[config.mk]
export PLATFORM = sky130hd
export DESIGN_NAME = mem_port_arbiter
export DESIGN_NICKNAME = d
export VERILOG_FILES = /design/src/rtl/mem_port_arbiter.sv
export SDC_FILE = /design/constraint.sdc
export NUM_CORES = 1
export LEC_CHECK = 0
export CORE_MARGIN = 4
export CORE_UTILIZATION = 41
export CTS_BUF_LIST = sky130_fd_sc_hd__clkbuf_16
export DETAILED_ROUTE_END_ITERATION = 6
export MAX_ROUTING_LAYER = met4
export PLACE_DENSITY = 0.84
export SYNTH_ARGS = -nofsm -noshare
export SYNTH_HDL_FRONTEND = slang
export SYNTH_SLANG_ARGS = --single-unit
[constraint.sdc]
create_clock -name clk -period 2.2 [get_ports clk]
set_input_delay 0.22 -clock clk [delete_from_list [all_inputs] [get_ports clk]]
set_output_delay 0.22 -clock clk [all_outputs]
set_load 0.01 [all_outputs]
[src/rtl/mem_port_arbiter.sv]
// Shares one single-port memory between an instruction-fetch port and a data port.
// Define MEM_ARB_ROUND_ROBIN_EN for alternating grants under contention; default gives data fixed priority.
//
// state  | meaning
// IDLE   | wait for a request; latch grant, word address, we and wdata
// ACCESS | drive exactly one memory read or write strobe
// RESP   | mem_read_val valid; ack and rdata registered at the closing edge
module mem_port_arbiter #(
  parameter int MEM_WIDTH = 32,
  parameter int MEM_SIZE  = 256,
  localparam int ADDR_W   = $clog2(MEM_SIZE)
) (
  input  logic                 clk,
  input  logic                 rst_n,
  input  logic                 i_req,
  input  logic [31:0]          i_addr,
  output logic                 i_ack,
  output logic [MEM_WIDTH-1:0] i_rdata,
  input  logic                 d_req,
  input  logic                 d_we,
  input  logic [31:0]          d_addr,
  input  logic [MEM_WIDTH-1:0] d_wdata,
  output logic                 d_ack,
  output logic [MEM_WIDTH-1:0] d_rdata,
  output logic [ADDR_W-1:0]    mem_addr,
  output logic                 mem_read_en,
  output logic                 mem_write_en,
  output logic [MEM_WIDTH-1:0] mem_write_val,
  input  logic [MEM_WIDTH-1:0] mem_read_val
);

  typedef enum logic [1:0] {IDLE = 2'd0, ACCESS = 2'd1, RESP = 2'd2} state_t;

  state_t               state_q, state_d;
  logic                 gnt_d_q, gnt_d_d;
  logic                 we_q, we_d;
  logic [ADDR_W-1:0]    addr_q, addr_d;
  logic [MEM_WIDTH-1:0] wdata_q, wdata_d;
  logic                 i_ack_q, i_ack_d;
  logic                 d_ack_q, d_ack_d;
  logic [MEM_WIDTH-1:0] i_rdata_q, i_rdata_d;
  logic [MEM_WIDTH-1:0] d_rdata_q, d_rdata_d;
  logic                 sel_d;
  logic                 grant_now;

  // Byte-offset and out-of-range address bits are deliberately ignored.
  logic unused_addr_bits;
  assign unused_addr_bits = ^{i_addr[1:0], i_addr[31:ADDR_W+2], d_addr[1:0], d_addr[31:ADDR_W+2]};

  assign grant_now = (state_q == IDLE) && (i_req || d_req);

`ifdef MEM_ARB_ROUND_ROBIN_EN
  logic prefer_d_q, prefer_d_d;

  assign sel_d = d_req && (!i_req || prefer_d_q);

  always_comb begin
    prefer_d_d = prefer_d_q;
    if (grant_now) prefer_d_d = !sel_d;
  end

  always_ff @(posedge clk) begin
    if (!rst_n) prefer_d_q <= 1'b0;
    else        prefer_d_q <= prefer_d_d;
  end
`else
  assign sel_d = d_req;
`endif

  always_ff @(posedge clk) begin
    if (!rst_n) state_q <= IDLE;
    else        state_q <= state_d;
  end

  always_comb begin
    state_d = state_q;
    case (state_q)
      IDLE:    if (i_req || d_req) state_d = ACCESS;
      ACCESS:  state_d = RESP;
      RESP:    state_d = IDLE;
      default: state_d = IDLE;
    endcase
  end

  always_comb begin
    gnt_d_d   = gnt_d_q;
    we_d      = we_q;
    addr_d    = addr_q;
    wdata_d   = wdata_q;
    i_ack_d   = 1'b0;
    d_ack_d   = 1'b0;
    i_rdata_d = i_rdata_q;
    d_rdata_d = d_rdata_q;
    if (grant_now) begin
      gnt_d_d = sel_d;
      if (sel_d) begin
        we_d    = d_we;
        addr_d  = d_addr[ADDR_W+1:2];
        wdata_d = d_wdata;
      end else begin
        we_d    = 1'b0;
        addr_d  = i_addr[ADDR_W+1:2];
      end
    end
    if (state_q == RESP) begin
      if (gnt_d_q) begin
        d_ack_d = 1'b1;
        if (!we_q) d_rdata_d = mem_read_val;
      end else begin
        i_ack_d   = 1'b1;
        i_rdata_d = mem_read_val;
      end
    end
  end

  always_ff @(posedge clk) begin
    if (!rst_n) begin
      gnt_d_q   <= 1'b0;
      we_q      <= 1'b0;
      addr_q    <= '0;
      wdata_q   <= '0;
      i_ack_q   <= 1'b0;
      d_ack_q   <= 1'b0;
      i_rdata_q <= '0;
      d_rdata_q <= '0;
    end else begin
      gnt_d_q   <= gnt_d_d;
      we_q      <= we_d;
      addr_q    <= addr_d;
      wdata_q   <= wdata_d;
      i_ack_q   <= i_ack_d;
      d_ack_q   <= d_ack_d;
      i_rdata_q <= i_rdata_d;
      d_rdata_q <= d_rdata_d;
    end
  end

  always_comb begin
    mem_read_en  = 1'b0;
    mem_write_en = 1'b0;
    if (state_q == ACCESS) begin
      mem_read_en  = !we_q;
      mem_write_en = we_q;
    end
  end

  assign mem_addr      = addr_q;
  assign mem_write_val = wdata_q;
  assign i_ack         = i_ack_q;
  assign d_ack         = d_ack_q;
  assign i_rdata       = i_rdata_q;
  assign d_rdata       = d_rdata_q;

endmodule

[Yosys cells after proc, flatten, opt, wreduce, memory -nomap -nowiden]
Index checks and enable logic that the tools add are counted.
Cells by class
  eq/ne operators: 3
  mux-type cells: 8
  bitwise gates (word level): 2
  reductions and logical operators: 8
Operators with widths (number)
  8-bit 2-to-1 mux: 1
  2-bit AND reduction: 3
  1-bit 2-to-1 mux: 5
  2-bit one-hot mux with 2 select lines: 1
  3-bit AND reduction: 1
  2-bit by 1-bit equality test with 1-bit output (second input constant): 1
  2-bit equality test (second input constant): 1
  2-bit zero test: 1
  2-bit 2-to-1 mux: 1
  2-bit by 1-bit inequality test with 1-bit output (second input constant): 1
  1-bit NOT: 2
  1-bit logical AND: 1
  1-bit zero test: 1
  1-bit logical OR: 1
Storage, ports and cells
  bits in registers: 110
  logic and storage cells: 30

[Logic depth before layout (Yosys ltp)]
  word-level depth: 3
  gate-level depth with buffers: 6
  gate-level depth less buffers: 3

[Worst setup path after synthesis]
No wires, ideal clock.
  kind: flip-flop to flip-flop
  start point: reg state_q[0]
  end point: reg wdata_q[13] (netlist: mem_write_val[13])
  library setup time: 116 ps
  data arrival time: 1177 ps
  required time: 2084 ps
  path slack: 907 ps
  cell stages (with the launch flop): 7
  buffers on the path: 3
  clock period less this slack: 1293 ps
  cell sequence: dfxtp_1 buf_4 or3b_1 buf_2 buf_6 nand2_1 a21boi_1
Between the ends
  word-level cells in the longest chain between the ends: 3
RTL lines
  start, declared: line 34  | state_t state_q, state_d;
  start signal, assigned: line 72  | else state_q <= state_d;
  2-bit zero test: line 50  | assign grant_now = (state_q == IDLE) && (i_req || d_req);
  1-bit logical AND: line 50
  2-bit AND reduction (no line)
  end signal, assigned: line 130  | wdata_q <= wdata_d;
  end, declared: line 38  | logic [MEM_WIDTH-1:0] wdata_q, wdata_d;
Every way passes these cells.
A chain may end at the register's enable or synchronous reset.

[Worst setup path in the final report]
  start point: reg state_q[0]
  end point: out mem_read_en
Between the ends
  word-level cells in the longest chain between the ends: 2
RTL lines
  2-bit by 1-bit equality test with 1-bit output: line 141  | if (state_q == ACCESS) begin
  1-bit 2-to-1 mux: line 141
  end, declared: line 26  | output logic mem_read_en,
Every way passes these cells.

==> flow_metrics.py <==
metrics = {
    "power": {
        "p_total_w": 0.00451,
        "power_density_nw_per_um2": 695,
        "power.leakage_nw": 2.44,
        "peakVddDrop_mv": 0.360,
    },
    "detailed_routing": {
        "drc": 0,
        "dr.pass1.iters": 5,
        "vias": 3897,
        "routed_wl_um": 11500,
        "wire_per_inst_um": 14.6,
        "drt_iter0_drc": 238,
        "ant_nets": 0,
        "via_per_inst": 4.92,
    },
    "run_status": {
        "outcome": "complete, no violations",
    },
    "grt": {
        "gr-usage-all-layers_pct": 19.4,
        "grt_max_degree": 65,
        "antenna_found_initial": 0,
        "grt_pass1_wl_um": 17800,
        "overflow": 0,
        "grt_pass1_vias": 3809,
    },
    "cts": {
        "clk_root_buffer_cell": "clkbuf_16",
        "cts_resized": 0,
        "clockBufferDepth": 2,
        "hold_buffers": 0,
        "clk_pin_slew_ns": 0.07,
        "h-tree-depth": 3,
        "post_cts_buffers": 0,
        "cts-buffers-inserted": 9,
        "cts_tree": "built",
        "clock-sinks": 110,
        "clock_latency_ns": 0.34,
    },
    "synth": {
        "yosys_warnings": 0,
        "synth-edff-count": 0,
        "synth_compound_area_share_pct": 17.9,
        "yosysSeqAreaShare_pct": 52.6,
        "synth_top_family_by_area": "simple AND/OR/NAND/NOR gates",
        "synthAdderAreaFrac_pct": 0,
        "ys_types": 27,
        "syn_area_um2": 4190,
        "synth-simple-area-share_pct": 22.6,
        "synth_flop_cell": "dfxtp_1",
        "synthesis.nets": 615,
        "async_flop_share_pct": 0,
        "syn_avg_cell_area_um2": 8.68,
        "syn_inst": 482,
        "synth-seq-cells": 110,
        "synth_xor_area_share_pct": 0,
        "synthMuxAreaShare_pct": 1.91,
    },
    "floorplan": {
        "pin_count": 241,
        "die_h_um": 109,
        "num_rows": 36,
        "start_util_pct": 42.4,
        "core_um2": 9860,
        "die_area_um2": 11900,
        "die_width_um": 109,
    },
    "layout": {
        "seq_area_um2": 2200,
        "fillCellCount": 789,
        "multi_input_area_um2": 1780,
        "final_nets": 787,
        "antennaDiodeCount": 0,
        "syn_to_final_growth_pct": 54.9,
        "drive_gt1_share_pct": 4.70,
    },
    "setup_path": {
        "crit_arrival_ns": 1.78,
        "setup.worst_path.start_class": "flop",
        "critPathMaxFanout": 12,
        "rr_endpoint": "i_rdata[14]$_SDFFE_PN0P_",
        "r2r_slack_ns": 0.61,
        "timing_worst_setup_path_type": "flop to output pin",
        "r2r_start": "state_q[1]$_SDFFE_PN0P_",
        "worstSetupEndpointType": "output pin",
        "reg2reg_depth": 4,
        "cp.required_ns": 1.98,
    },
    "timing": {
        "finalHoldViolations": 0,
        "timing.final.max_slew_violations": 0,
        "fmax_mhz": 500,
        "finClkSkew_ns": 0.00586,
        "grt_setup_unrepaired": "no",
        "min_period_ns": 2.00,
        "setup-violations-final": 0,
        "slew_headroom_pct": 67.1,
        "fin_tns_setup_ns": 0,
        "post-route-period-util_pct": 90.9,
        "worst_slew_pin_slew_ns": 0.492,
    },
    "placed_design": {
        "port_buffers": 192,
        "gp_congestion": 0.751,
        "hpwlAfterDp_um": 8380,
    },
    "hold_path": {
        "holdCritPathClass": "input port to flop",
        "hold_path.startpoint": "rst_n",
        "min_path_cells": 3,
        "hold_end": "d_rdata[19]$_SDFFE_PN0P_",
    },
    "run": {
        "drv_cap": 0,
    },
}
power by group:
group	switching, W	total (W)	internal [W]
sequential	0.0000561	0.00213	0.00208
clock	0.000716	0.00172	0.00100
combinational	0.000279	0.000657	0.000378
total	0.00105	0.00451	0.00346
logic make-up (layout without fill, tap and decap cells):
kind of cell / Yosys count / after routing
muxes: 8 / 8
and+or+nand+nor: 216 / 216
buffers and inverters: 40 / 217
AOI/OAI and AO/OA: 108 / 108
DFF: 110 / 110
worst max-delay path, cell delays in order (launching register included):
cell,delay (ns)
dfxtp_1,0.62
nor3b_1,0.23
clkdlybuf4s50_1,0.59
stage by stage:
step / utilization [%] / hold WS, ns / cell area, um^2 / std cells / setup WS (ns)
3_3_place_gp: 62.5 / 0.441 / 6160 / 776 / 0.543
5_1_grt: 65.7 / 0.356 / 6480 / 792 / 0.0940
3_5_place_dp: 62.5 / 0.447 / 6160 / 776 / 0.403
4_1_cts: 65.7 / 0.334 / 6480 / 792 / 0.168
6_report: 65.7 / 0.348 / 6480 / 792 / 0.201
2_1_floorplan: - / 0.355 / 4190 / 482 / 0.907
worst max-delay path by stage:
stage | startpoint | to | slack (ns)
2_1_floorplan | state_q[0]$_SDFFE_PN0P_ | mem_write_val[13]$_SDFFE_PN0P_ | 0.91
3_3_place_gp | d_req | mem_write_val[20]$_SDFFE_PN0P_ | 0.54
3_5_place_dp | d_req | mem_write_val[21]$_SDFFE_PN0P_ | 0.40
4_1_cts | state_q[0]$_SDFFE_PN0P_ | mem_read_en | 0.17
5_1_grt | state_q[0]$_SDFFE_PN0P_ | mem_read_en | 0.09
6_report | state_q[0]$_SDFFE_PN0P_ | mem_read_en | 0.20
per-layer routing:
layer	GRT usage [%]	wire (um)	part of all wire, %
met3	3.02	717	6.2
met5	-	0	0
met4	9.20	386	3.3
met1	21.8	4510	39
met2	33.5	5920	51
layout by cell type, fill, tap and decap left out, types with 2 or more instances in the layout:
cell type,netlist,final
clkdlybuf4s50_1,0,191
nand2_1,161,161
dfxtp_1,110,110
a21boi_1,56,56
nand3_1,40,40
o21ai_0,32,32
a21boi_0,10,10
clkbuf_16,0,9
mux2i_1,8,8
o211a_1,8,8
buf_4,3,8
and3b_1,2,2
nor3b_4,2,2
or3b_1,2,2
clkinv_4,0,2
bufinv_16,0,2
buf_12,0,2
layout make-up:
cell class	instances	area share, %
flip-flops and latches	110	34.0
repair buffers	201	31.0
multi-input cells	332	27.5
clock buffers	9	3.47
well taps	133	2.57
clock inverters	7	1.51
cells in the mapped netlist (3+ instances only):
master | count | area (um^2)
dfxtp_1 | 110 | 2200
buf_6 | 4 | 45.0
buf_2 | 13 | 65.1
nand3_1 | 40 | 200
buf_4 | 3 | 22.5
o211a_1 | 8 | 80.1
buf_1 | 5 | 18.8
nand2_1 | 161 | 604
clkbuf_1 | 15 | 56.3
a21boi_1 | 56 | 420
o21ai_0 | 32 | 160
mux2i_1 | 8 | 80.1
a21boi_0 | 10 | 75.1
flip-flops by register name, indices dropped and copies added (netlist names):
register and cells:
i_rdata 32, d_rdata 32, i_ack 1, state_q 2
mem_write_val 32, we_q 1, gnt_d_q 1, mem_addr 8
d_ack 1
(Power assumes the default switching activity.)
